--- config.mk ---
export PLATFORM = sky130hd
export DESIGN_NAME = sdram_cmd_sched
export DESIGN_NICKNAME = d
export VERILOG_FILES = /design/src/rtl/sdram_cmd_sched.sv
export SDC_FILE = /design/constraint.sdc
export NUM_CORES = 1
export LEC_CHECK = 0
export CORE_MARGIN = 3
export CORE_UTILIZATION = 55
export CTS_BUF_LIST = sky130_fd_sc_hd__clkbuf_8
export CTS_CLUSTER_SIZE = 24
export DETAILED_ROUTE_END_ITERATION = 10
export GPL_ROUTABILITY_DRIVEN = 0
export PLACE_DENSITY = 0.79
export SYNTH_ARGS = -nofsm -noshare
export SYNTH_HDL_FRONTEND = slang
export SYNTH_SLANG_ARGS = --single-unit
--- constraint.sdc ---
create_clock -name HCLK -period 2.4 [get_ports HCLK]
set_input_delay 0.48 -clock HCLK [delete_from_list [all_inputs] [get_ports HCLK]]
set_output_delay 0.48 -clock HCLK [all_outputs]
set_load 0.02 [all_outputs]
--- src/rtl/sdram_cmd_sched.sv ---
// sdram_cmd_sched: SDRAM maintenance command scheduler and bus arbiter.
// Runs the power-up init sequence and periodic auto-refresh, and lends the
// command bus to the access engine through an acc_req/acc_gnt/acc_done handshake.
// Ports:
//   HCLK, HRESETn          clock, async active-low reset
//   acc_req, acc_done      access engine bus request (level) / transfer done (pulse)
//   acc_gnt, ref_urgent    grant to access engine / refresh pending during grant
//   init_done, ref_overrun init complete (sticky) / refresh interval missed (sticky)
//   bus_sel                0 = scheduler owns MEM_*, 1 = access engine owns MEM_*
//   sch_cke, sch_cmd, sch_addr, sch_ba   scheduler-side SDRAM command pins
module sdram_cmd_sched #(
  parameter int unsigned PWRUP_CYC    = 5000,
  parameter int unsigned TRP_CYC      = 1,
  parameter int unsigned TRFC_CYC     = 3,
  parameter int unsigned TMRD_CYC     = 2,
  parameter int unsigned INIT_REFS    = 2,
  parameter int unsigned REF_INTERVAL = 750,
  parameter logic [11:0] MODE_REG     = 12'h010
) (
  input  logic        HCLK,
  input  logic        HRESETn,
  input  logic        acc_req,
  input  logic        acc_done,
  output logic        acc_gnt,
  output logic        ref_urgent,
  output logic        init_done,
  output logic        ref_overrun,
  output logic        bus_sel,
  output logic        sch_cke,
  output logic [3:0]  sch_cmd,
  output logic [11:0] sch_addr,
  output logic [1:0]  sch_ba
);

  localparam logic [3:0] CMD_NOP = 4'b0111;
  localparam logic [3:0] CMD_PRE = 4'b0010;
  localparam logic [3:0] CMD_REF = 4'b0001;
  localparam logic [3:0] CMD_LMR = 4'b0000;
  localparam logic [3:0] CMD_DES = 4'b1111;

  // Wait counts are command-to-command spacings; the command cycle itself
  // counts, but at least one NOP always follows a command.
  localparam int unsigned TRP_LD  = (TRP_CYC  > 1) ? TRP_CYC  - 2 : 0;
  localparam int unsigned TRFC_LD = (TRFC_CYC > 1) ? TRFC_CYC - 2 : 0;
  localparam int unsigned TMRD_LD = (TMRD_CYC > 1) ? TMRD_CYC - 2 : 0;

  localparam int unsigned DMAX = (PWRUP_CYC > TRFC_CYC) ?
                                 ((PWRUP_CYC > TMRD_CYC) ? PWRUP_CYC : TMRD_CYC) :
                                 ((TRFC_CYC > TMRD_CYC) ? TRFC_CYC : TMRD_CYC);
  localparam int unsigned DMAX2 = (DMAX > TRP_CYC) ? DMAX : TRP_CYC;
  localparam int unsigned CW    = $clog2(DMAX2 + 1);
  localparam int unsigned RW    = $clog2(INIT_REFS + 1);
  localparam int unsigned TW    = $clog2(REF_INTERVAL + 1);

  typedef enum logic [3:0] {
    PWRUP, I_PRE, I_TRP, I_REF, I_TRFC, I_LMR, I_TMRD,
    IDLE, R_PRE, R_TRP, R_REF, R_TRFC, GRANT
  } state_t;

  state_t          state, state_d;
  logic [CW-1:0]   dcnt, dcnt_d;
  logic [RW-1:0]   rcnt, rcnt_d;
  logic [TW-1:0]   rtmr, rtmr_d;
  logic            ref_pending, pend_d, ovr_d;
  logic            ref_expire, ref_clr;
  logic [3:0]      cmd_d;
  logic [11:0]     addr_d;
  logic            gnt_d, init_d, urgent_d;

  // State register; power-up wait counts from reset.
  always_ff @(posedge HCLK or negedge HRESETn) begin
    if (!HRESETn) begin
      state <= PWRUP;
      dcnt  <= CW'(PWRUP_CYC);
      rcnt  <= '0;
    end else begin
      state <= state_d;
      dcnt  <= dcnt_d;
      rcnt  <= rcnt_d;
    end
  end

  // Next-state logic.
  always_comb begin
    state_d = state;
    dcnt_d  = (dcnt != '0) ? dcnt - CW'(1) : dcnt;
    rcnt_d  = rcnt;
    case (state)
      PWRUP:  if (dcnt == '0) state_d = I_PRE;
      I_PRE:  begin state_d = I_TRP; dcnt_d = CW'(TRP_LD); end
      I_TRP:  if (dcnt == '0) begin state_d = I_REF; rcnt_d = RW'(INIT_REFS - 1); end
      I_REF:  begin state_d = I_TRFC; dcnt_d = CW'(TRFC_LD); end
      I_TRFC: if (dcnt == '0) begin
                if (rcnt == '0) state_d = I_LMR;
                else begin state_d = I_REF; rcnt_d = rcnt - RW'(1); end
              end
      I_LMR:  begin state_d = I_TMRD; dcnt_d = CW'(TMRD_LD); end
      I_TMRD: if (dcnt == '0) state_d = IDLE;
      IDLE:   if (ref_pending) state_d = R_PRE;
              else if (acc_req) state_d = GRANT;
      R_PRE:  begin state_d = R_TRP; dcnt_d = CW'(TRP_LD); end
      R_TRP:  if (dcnt == '0) state_d = R_REF;
      R_REF:  begin state_d = R_TRFC; dcnt_d = CW'(TRFC_LD); end
      R_TRFC: if (dcnt == '0) state_d = IDLE;
      GRANT:  if (acc_done) state_d = IDLE;
      default: state_d = PWRUP;
    endcase
  end

  // Refresh timer and pending/overrun bookkeeping; an expiry coinciding with
  // the REF issue keeps the new request pending without flagging overrun.
  always_comb begin
    ref_expire = init_done && (rtmr == TW'(REF_INTERVAL - 1));
    ref_clr    = (state_d == R_REF);
    pend_d     = ref_expire | (ref_pending & ~ref_clr);
    ovr_d      = ref_overrun | (ref_expire & ref_pending & ~ref_clr);
    if (!init_done || ref_expire) rtmr_d = '0;
    else                          rtmr_d = rtmr + TW'(1);
  end

  // Output decode from the upcoming state, so pins line up with the state.
  always_comb begin
    cmd_d    = CMD_NOP;
    addr_d   = '0;
    gnt_d    = 1'b0;
    case (state_d)
      I_PRE, R_PRE: begin cmd_d = CMD_PRE; addr_d = 12'h400; end
      I_REF, R_REF: cmd_d = CMD_REF;
      I_LMR:        begin cmd_d = CMD_LMR; addr_d = MODE_REG; end
      GRANT:        gnt_d = 1'b1;
      default:      ;
    endcase
    init_d   = init_done | (state_d == IDLE);
    urgent_d = pend_d & gnt_d;
  end

  // Registered outputs and refresh state.
  always_ff @(posedge HCLK or negedge HRESETn) begin
    if (!HRESETn) begin
      rtmr        <= '0;
      ref_pending <= 1'b0;
      ref_overrun <= 1'b0;
      init_done   <= 1'b0;
      acc_gnt     <= 1'b0;
      bus_sel     <= 1'b0;
      ref_urgent  <= 1'b0;
      sch_cke     <= 1'b0;
      sch_cmd     <= CMD_DES;
      sch_addr    <= '0;
      sch_ba      <= '0;
    end else begin
      rtmr        <= rtmr_d;
      ref_pending <= pend_d;
      ref_overrun <= ovr_d;
      init_done   <= init_d;
      acc_gnt     <= gnt_d;
      bus_sel     <= gnt_d;
      ref_urgent  <= urgent_d;
      sch_cke     <= 1'b1;
      sch_cmd     <= cmd_d;
      sch_addr    <= addr_d;
      sch_ba      <= '0;
    end
  end

endmodule

== Word-level counts from Yosys, hierarchy flattened ==
Cells that the tools add are included.

* Add/sub/neg operators: 3
* Eq/ne operators: 23
* Mux-type cells: 20
* Bitwise operators: 8
* Reductions and logical operators: 15

{| class="wikitable"
|+ Operators by type and width
! operator !! number
|-
| 4-bit one-hot mux with 12 select lines || 1
|-
| 4-bit equality test, second input constant || 8
|-
| 4-bit 2-to-1 mux || 8
|-
| 13-bit one-hot mux with 2 select lines || 1
|-
| 4-bit by 3-bit equality test with 1-bit output, second input constant || 6
|-
| 11-bit one-hot mux with 2 select lines || 1
|-
| 13-bit logical NOT || 1
|-
| 13-bit 2-to-1 mux || 1
|-
| 13-bit nonzero test || 1
|-
| 13-bit by 1-bit subtractor with 13-bit output, second input constant || 1
|-
| 4-bit by 2-bit equality test with 1-bit output, second input constant || 3
|-
| 10-bit by 1-bit adder with 10-bit output, second input constant || 1
|-
| 10-bit equality test, second input constant || 1
|-
| 10-bit 2-to-1 mux || 1
|-
| 3-bit one-hot mux with 3 select lines || 1
|-
| 4-bit by 1-bit equality test with 1-bit output, second input constant || 2
|-
| 2-bit OR reduction || 4
|-
| 2-bit 2-to-1 mux || 3
|-
| 2-bit != test, second input constant || 3
|-
| 1-bit AND || 4
|-
| 4-bit logical NOT || 1
|-
| 2-bit one-hot mux with 2 select lines || 1
|-
| 4-bit AND reduction || 1
|-
| 3-bit 2-to-1 mux || 1
|-
| 11 further kinds || 13
|}

* Register bits: 51
* Input port bits: 4
* Output and inout port bits: 24
* Word-level logic and storage cells: 81

== Depth between registers and ports, before layout ==
* Depth after elaboration: 9
* Depth in mapped cells: 10
* Depth with buffers taken out: 9

== Worst setup path after synthesis ==
OpenSTA, ideal clock, no wires.

* Kind: register to register
* Start point: register dcnt[0]
* End point: register dcnt[5]
* Setup time: 78 ps
* Data arrival time: 2093 ps
* Required time: 2322 ps
* Setup slack: 229 ps
* Stages on the path, launching flop included: 10
* Path buffers: 2
* Period minus slack after synthesis: 2171 ps
* Cell sequence: dfrtp_1 -> inv_1 -> ha_1 -> nor3b_1 -> and4_1 -> buf_6 -> or4_1 -> buf_2 -> or3_1 -> a21oi_1

* Cells in the longest elaborated chain, start to end: 3
* Elaborated cells between the ends (all ways): 5
* Classes of those cells: add/sub: 1; mux: 2; reduce/logical: 2

{| class="wikitable"
|+ Ends and longest elaborated chain
! what !! RTL line !! text
|-
| start: declaration || 61 || <nowiki>logic [CW-1:0] dcnt, dcnt_d;</nowiki>
|-
| start signal: assignment || 74 || <nowiki>dcnt <= CW'(PWRUP_CYC);</nowiki>
|-
| start signal: assignment || 78 || <nowiki>dcnt <= dcnt_d;</nowiki>
|-
| 13-bit by 1-bit subtractor with 13-bit output || 86 || <nowiki>dcnt_d = (dcnt != '0) ? dcnt - CW'(1) : dcnt;</nowiki>
|-
| 13-bit 2-to-1 mux || 86 ||
|-
| 13-bit one-hot mux with 2 select lines || 88 || <nowiki>case (state)</nowiki>
|}

Parallel ways exist; a longest one is shown, timed or not. The select of a mux whose other input is x is not followed.
A chain may end at the register's enable or synchronous reset.

== Worst setup path in the final report ==
Same ends and word-level chain as after synthesis.

==> impl_metrics.tcl <==
set metrics [dict create \
    fin_skew_ps 9.66 \
    die_h_um 70.1 \
    io_pins 28 \
    synth_area_leaders "dfrtp_1, dfstp_2, nor2_1" \
    synthFlopType "dfrtp_1" \
    irDropWorstVdd_mv 0.658 \
    grt_usage_pct 18.3 \
    rsz0062_at_grt "false" \
    cts_inserted_buffers 5 \
    yosys_warnings 0 \
    p_leak_nw 1.05 \
    hold_viol 0 \
    cts.sinks 41 \
    startpoint "dcnt[0]" \
    finalSetupTns_ps 0 \
    drv_slew 0 \
    antennaDiodeCount 0 \
    port_buffers 15 \
    reg2reg_slack_ps 170 \
    p_per_area_mw_per_mm2 727 \
    clock-root-buffer "clkbuf_8" \
    nNetsFinal 262 \
    fin_crit_ps 2230 \
    syn_to_final_growth_pct 10.4 \
    synth_sequential_area_ratio_pct 46.0 \
    chipWidth_um 70.1 \
    min_path_type "in -> async" \
    synth_top_area_share_pct 35.5 \
    htree_levels 2 \
    die_area_mm2 0.00491 \
    grt_overflow 0 \
    drt_iter0_drc 135 \
    drive_above_1_share_pct 15.4 \
    r2r-start "dcnt[0]" \
    met1_usage_pct 22.3 \
    postCtsHoldBufs 0 \
    viasPerCell 5.49 \
    first_pass_iters 4 \
    arrival_ps 2450 \
    grt_pass1_wl_um 7140 \
    finalSetupViolCount 0 \
    grt_busiest_layer "met2" \
    layout_common_cells "nor2_1, dfrtp_1, nand2_1" \
    met3_usage_pct 5.76 \
    num_vias 1657 \
    yosys.area.top_type "dfrtp_1" \
    avgSynthCellArea_um2 9.40 \
    post-route-drc-count 0 \
    fmax_mhz 448 \
    ys_ff_latch 41 \
    start_kind "flip-flop" \
    crit_required_ps 2620 \
    timing.final.crit_share_pct 93.0 \
    r2r_cells 7 \
    ctsResizeCount 0 \
    clkLatencyLatePin_ps 300 \
    grt_max_degree 42 \
    timing.critical_path.to "dcnt[5]" \
    grt_util_met2_pct 28.6 \
    tightest_slew_ps 862 \
    clk_path_buf_depth 2 \
    first_global_vias 1607 \
    status "completed" \
    fill_cells 301 \
    clk_pin_slew_worst_paths_ps 80 \
    cts_tree "done" \
    total_power_mw 1.81 \
    fin_cells 302 \
    core_mm2 0.00380 \
    maxSlewHeadroom_pct 42.5 \
    final_common_cell "nor2_1" \
    place_inst 294 \
    max_cap_violations 0 \
    wl_per_cell_um 13.7 \
    synth_edf_count 0 \
    start_util_pct 59.4 \
    synth_cell_type_count 54 \
    grt_antenna_before_repair 0 \
    hpwlAfterDp_um 2930 \
    multi_input_area_mm2 0.00109 \
    routed_wl_um 4150 \
    post_cts_buffers 0 \
    syn-cell-area_mm2 0.00226 \
    synthArstFlopShare_pct 100 \
    cp-end-kind "flip-flop" \
    seq_area_mm2 0.00104 \
    ant_nets 0 \
    rr_endpoint "dcnt[5]" \
    netlist_instances 240 \
    rows 22 \
    critPathKind "reg -> reg" \
    path_max_fanout 7 \
]
-- synth_stat cells (2+ instances only) --
| cell type | count |
|---|---|
| a21oi_1 | 11 |
| a31oi_1 | 2 |
| and2_1 | 4 |
| buf_4 | 14 |
| clkbuf_1 | 7 |
| conb_1 | 2 |
| dfrtp_1 | 32 |
| dfstp_2 | 9 |
| ha_1 | 5 |
| inv_1 | 14 |
| mux2i_1 | 2 |
| nand2_1 | 18 |
| nand2b_1 | 6 |
| nand3_1 | 3 |
| nand4_1 | 5 |
| nor2_1 | 33 |
| nor3_1 | 7 |
| nor4_1 | 2 |
| nor4_2 | 2 |
| o21ai_0 | 7 |
| o21bai_1 | 2 |
| o22ai_1 | 4 |
| o31ai_1 | 2 |
| or2_2 | 2 |
| or3_1 | 2 |
| xnor2_1 | 10 |
| xor2_1 | 6 |
-- worst min path at each step --
stage / endpoint / slack [ps] / from / cells after the start
2_1_floorplan: bus_sel / 180 / HRESETn / 0
3_3_place_gp: ref_overrun / 470 / ref_overrun / 1
3_5_place_dp: ref_overrun / 470 / ref_overrun / 1
4_1_cts: init_done / 320 / HRESETn / 1
5_1_grt: rtmr[8] / 360 / HRESETn / 1
6_report: init_done / 290 / HRESETn / 1
-- logic make-up (layout without fill, tap and decap cells) --
family	count (synthesis)	after routing	share of synthesized area (%)
other cells	2	14	0.333
fa+ha+maj	5	5	2.77
compound gates	38	38	11.1
buf+inv	37	39	8.87
xor+xnor	17	17	6.93
mux	2	2	0.887
simple gates	98	98	23.1
flops	41	41	46.0
-- worst max-delay path: stages, from the launching register on --
cell     delay (ps)
dfrtp_1         350
inv_1            80
ha_1            220
nor3b_2         170
and4_1          310
or4_4           560
or3_1           330
a21oi_1         140
-- metal layers --
layer,part of all wire (%),up-vias
met2,47,40
met3,4.4,12
met4,2.6,0
met1,46,791
li1,-,814
met5,0,-
-- area by class of cell --
class                           instances  share of cell area [%]
Multi-Input combinational cell        174                    43.6
Clock inverter                          2                   0.552
Timing Repair Buffer                   17                    6.43
Inverter                               14                    2.11
Clock buffer                            6                    3.31
Sequential cell                        41                    41.6
Tap cell                               48                    2.41
-- flip-flops by register name, indices dropped and copies added, names as in the netlist --
signal	count
ref_overrun	1
rcnt	2
dcnt	13
sch_cmd	4
sch_cke	1
sch_addr	2
ref_pending	1
bus_sel	1
state	4
init_done	1
ref_urgent	1
rtmr	10
-- power breakdown --
| group | internal, mW | total (mW) | switching, mW |
|---|---|---|---|
| combinational | 0.160 | 0.358 | 0.198 |
| sequential | 0.839 | 0.987 | 0.148 |
| clock | 0.233 | 0.467 | 0.235 |
| total | 1.23 | 1.81 | 0.580 |
-- per-stage QoR --
step | util, % | cell area (um2) | hold slack (ps) | worst slack (ps)
6_report | 65.6 | 2490 | 286 | 168
4_1_cts | 65.1 | 2470 | 323 | 30.7
3_5_place_dp | 62.5 | 2370 | 468 | 61.6
5_1_grt | 65.6 | 2490 | 360 | 35.3
2_1_floorplan | - | 2300 | 184 | 229
3_3_place_gp | 62.5 | 2370 | 466 | 93.5
No activity file was read; power rests on OpenSTA's default activity.
==> RTL change, RTL diff (config.mk and constraints unchanged) <==
The parameter `INIT_REFS` goes from 2 to 4.
--- a/src/rtl/sdram_cmd_sched.sv
+++ b/src/rtl/sdram_cmd_sched.sv
@@ -15,3 +15,3 @@
   parameter int unsigned TMRD_CYC     = 2,
-  parameter int unsigned INIT_REFS    = 2,
+  parameter int unsigned INIT_REFS    = 4,
   parameter int unsigned REF_INTERVAL = 750,
Check against the original RTL: same outputs for any inputs over 10 cycles, from zero or initial values and one cycle with HRESETn low; that may be too few to reach the edited logic, so the function may still have changed.
==> RTL change against the unedited design <==
  * The flow now finishes with violations (negative setup slack)
  * Wire length is 23% higher
  * Worst setup slack got worse by 0.51 ns
  * Final area up 16%
  * Sequential cell count increased by 1
  * Synthesized area increased by 1.9%
  * Critical path depth increased by 3
  * Critical endpoint is now rcnt[0]
Power is not compared: it rests on default switching activity, and its combinational part moved more than twofold at a synthesized area within 25%.
==> RTL change: results (changes against the unedited design) <==
Synth cell types 49 (was 54); vias in the first global route 1,730 (was 1,607); critical path's slowest cell or4b_4 (was or4_4); largest cells by area after synthesis dfrtp_1 (36%), dfstp_2 (10%), nor2_1 (4.6%) (was dfrtp_1 (35%), dfstp_2 (10%), nor2_1 (5.5%)); Worst R2R Path Depth 10 (was 7); combinational power share 0.533; Synth async-reset ratio 1.00 (unchanged); I/O Buffers 15 (unchanged); Synth top cells by count dfrtp_1 (33), nor2_1 (28), nand2_1 (18), a21oi_1 (13), buf_4 (13) (was nor2_1 (33), dfrtp_1 (32), nand2_1 (18), buf_4 (14), inv_1 (14)); buffer share of cell area 0.145 (was 0.0643); Hold Path Class input port to asynchronous set/reset pin (unchanged); Main synth FF type dfrtp_1 (unchanged); worst setup path start dcnt[0] (unchanged); Worst R2R End rcnt[0] (was dcnt[5]); first-pass GRT wire length 8210 um (was 7140 um); Post-Route WL 5120 um (was 4150 um); final hold slack 0.306 ns (was 0.286 ns); setup ws final -0.347 ns (was 0.168 ns); sequential share of cell area 0.368 (was 0.416); clkbuf count 5 (was 6); # diodes 0 (unchanged); non-clock inverter count 9 (was 14); Leak 1.27 nW; Max Buffers Root-to-Sink 2 (unchanged); Non-CTS buffers 49 (was 17); share of cells above drive strength 1 0.268 (was 0.154); clk slew on worst S/H paths 0.09 ns; Clock-cell share 0.0312 (was 0.0387); peak fanout along the critical path 4 (was 7); setup TNS -3.13 ns (was 0 ns); GRT Overall Usage 0.208 (was 0.183); Worst EP arrival 2.93 ns (was 2.45 ns); violations in the final reports negative setup slack; VDD IR max 0.659 mV; flip-flop and latch power 0.00100 W; CP Class register to register (unchanged); YS warnings 0 (unchanged); net switching power 0.00127 W; # setup viols final 13 (was 0); multi-input gates 176 (was 174); final net count 292 (was 262); placed wire-length estimate 3400 um (was 2930 um); Filler cells 280 (was 301); worst-margin pin slew 0.908 ns (was 0.862 ns); FF+latch count, synth 42 (was 41); Clock Latency Late Sink 0.30 ns (about the same); TritonRoute pass-1 iters 4 (unchanged); Seq/Total Area, Yosys 0.462 (was 0.460); status finished with violations (was complete, no violations); Via density 5.55 (was 5.49); root buffer cell clkbuf_8 (unchanged); pre-CTS setup slack -0.270 ns (was 0.0616 ns); final setup skew 0.00848 ns (was 0.00966 ns); pin count of the biggest net entering global routing 43 (was 42); multi-input gate share of total cell area 0.422 (was 0.436); max incr delay on CP 0.48 ns (was 0.56 ns); DR iter-0 viols 113 (was 135); kind of cell adding the most delay to the critical path simple AND/OR/NAND/NOR gates (unchanged)
[RTL change: what timing repair did]
item / in CTS / in global routing
pin swaps: 3 / 11
setup endpoints to repair: 13 / 17
hold buffers: 0 / 0
cloned: 0 / 0
setup buffers: 5 / 7
gates resized for setup: 13 / 13
[RTL change: logic make-up after synthesis]
group | synth area share
AND/OR/NAND/NOR | 0.219
buffers and inverters | 0.0767
adder cells (fa/ha/maj) | 0.0272
AO/OA/AOI/OAI | 0.133
other | 0.00327
multiplexers | 0.0185
XOR/XNOR | 0.0609
flip-flops | 0.462
[RTL change: layer usage]
layer	global-route usage	vias up	wire, um
met5	0	-	0
met4	0.0501	0	74
met3	0.0639	11	248
met2	0.346	58	2560
met1	0.266	886	2230
li1	-	888	-
[RTL change: through the flow]
stage               power [W]  utilization  std cells  area (um2)
floorplan             0.00194            -        250        2350
global placement      0.00236        0.673        314        2590
detailed placement    0.00242        0.673        314        2590
CTS                   0.00299        0.721        327        2780
global route          0.00334        0.748        332        2880
finish                0.00314        0.748        332        2880
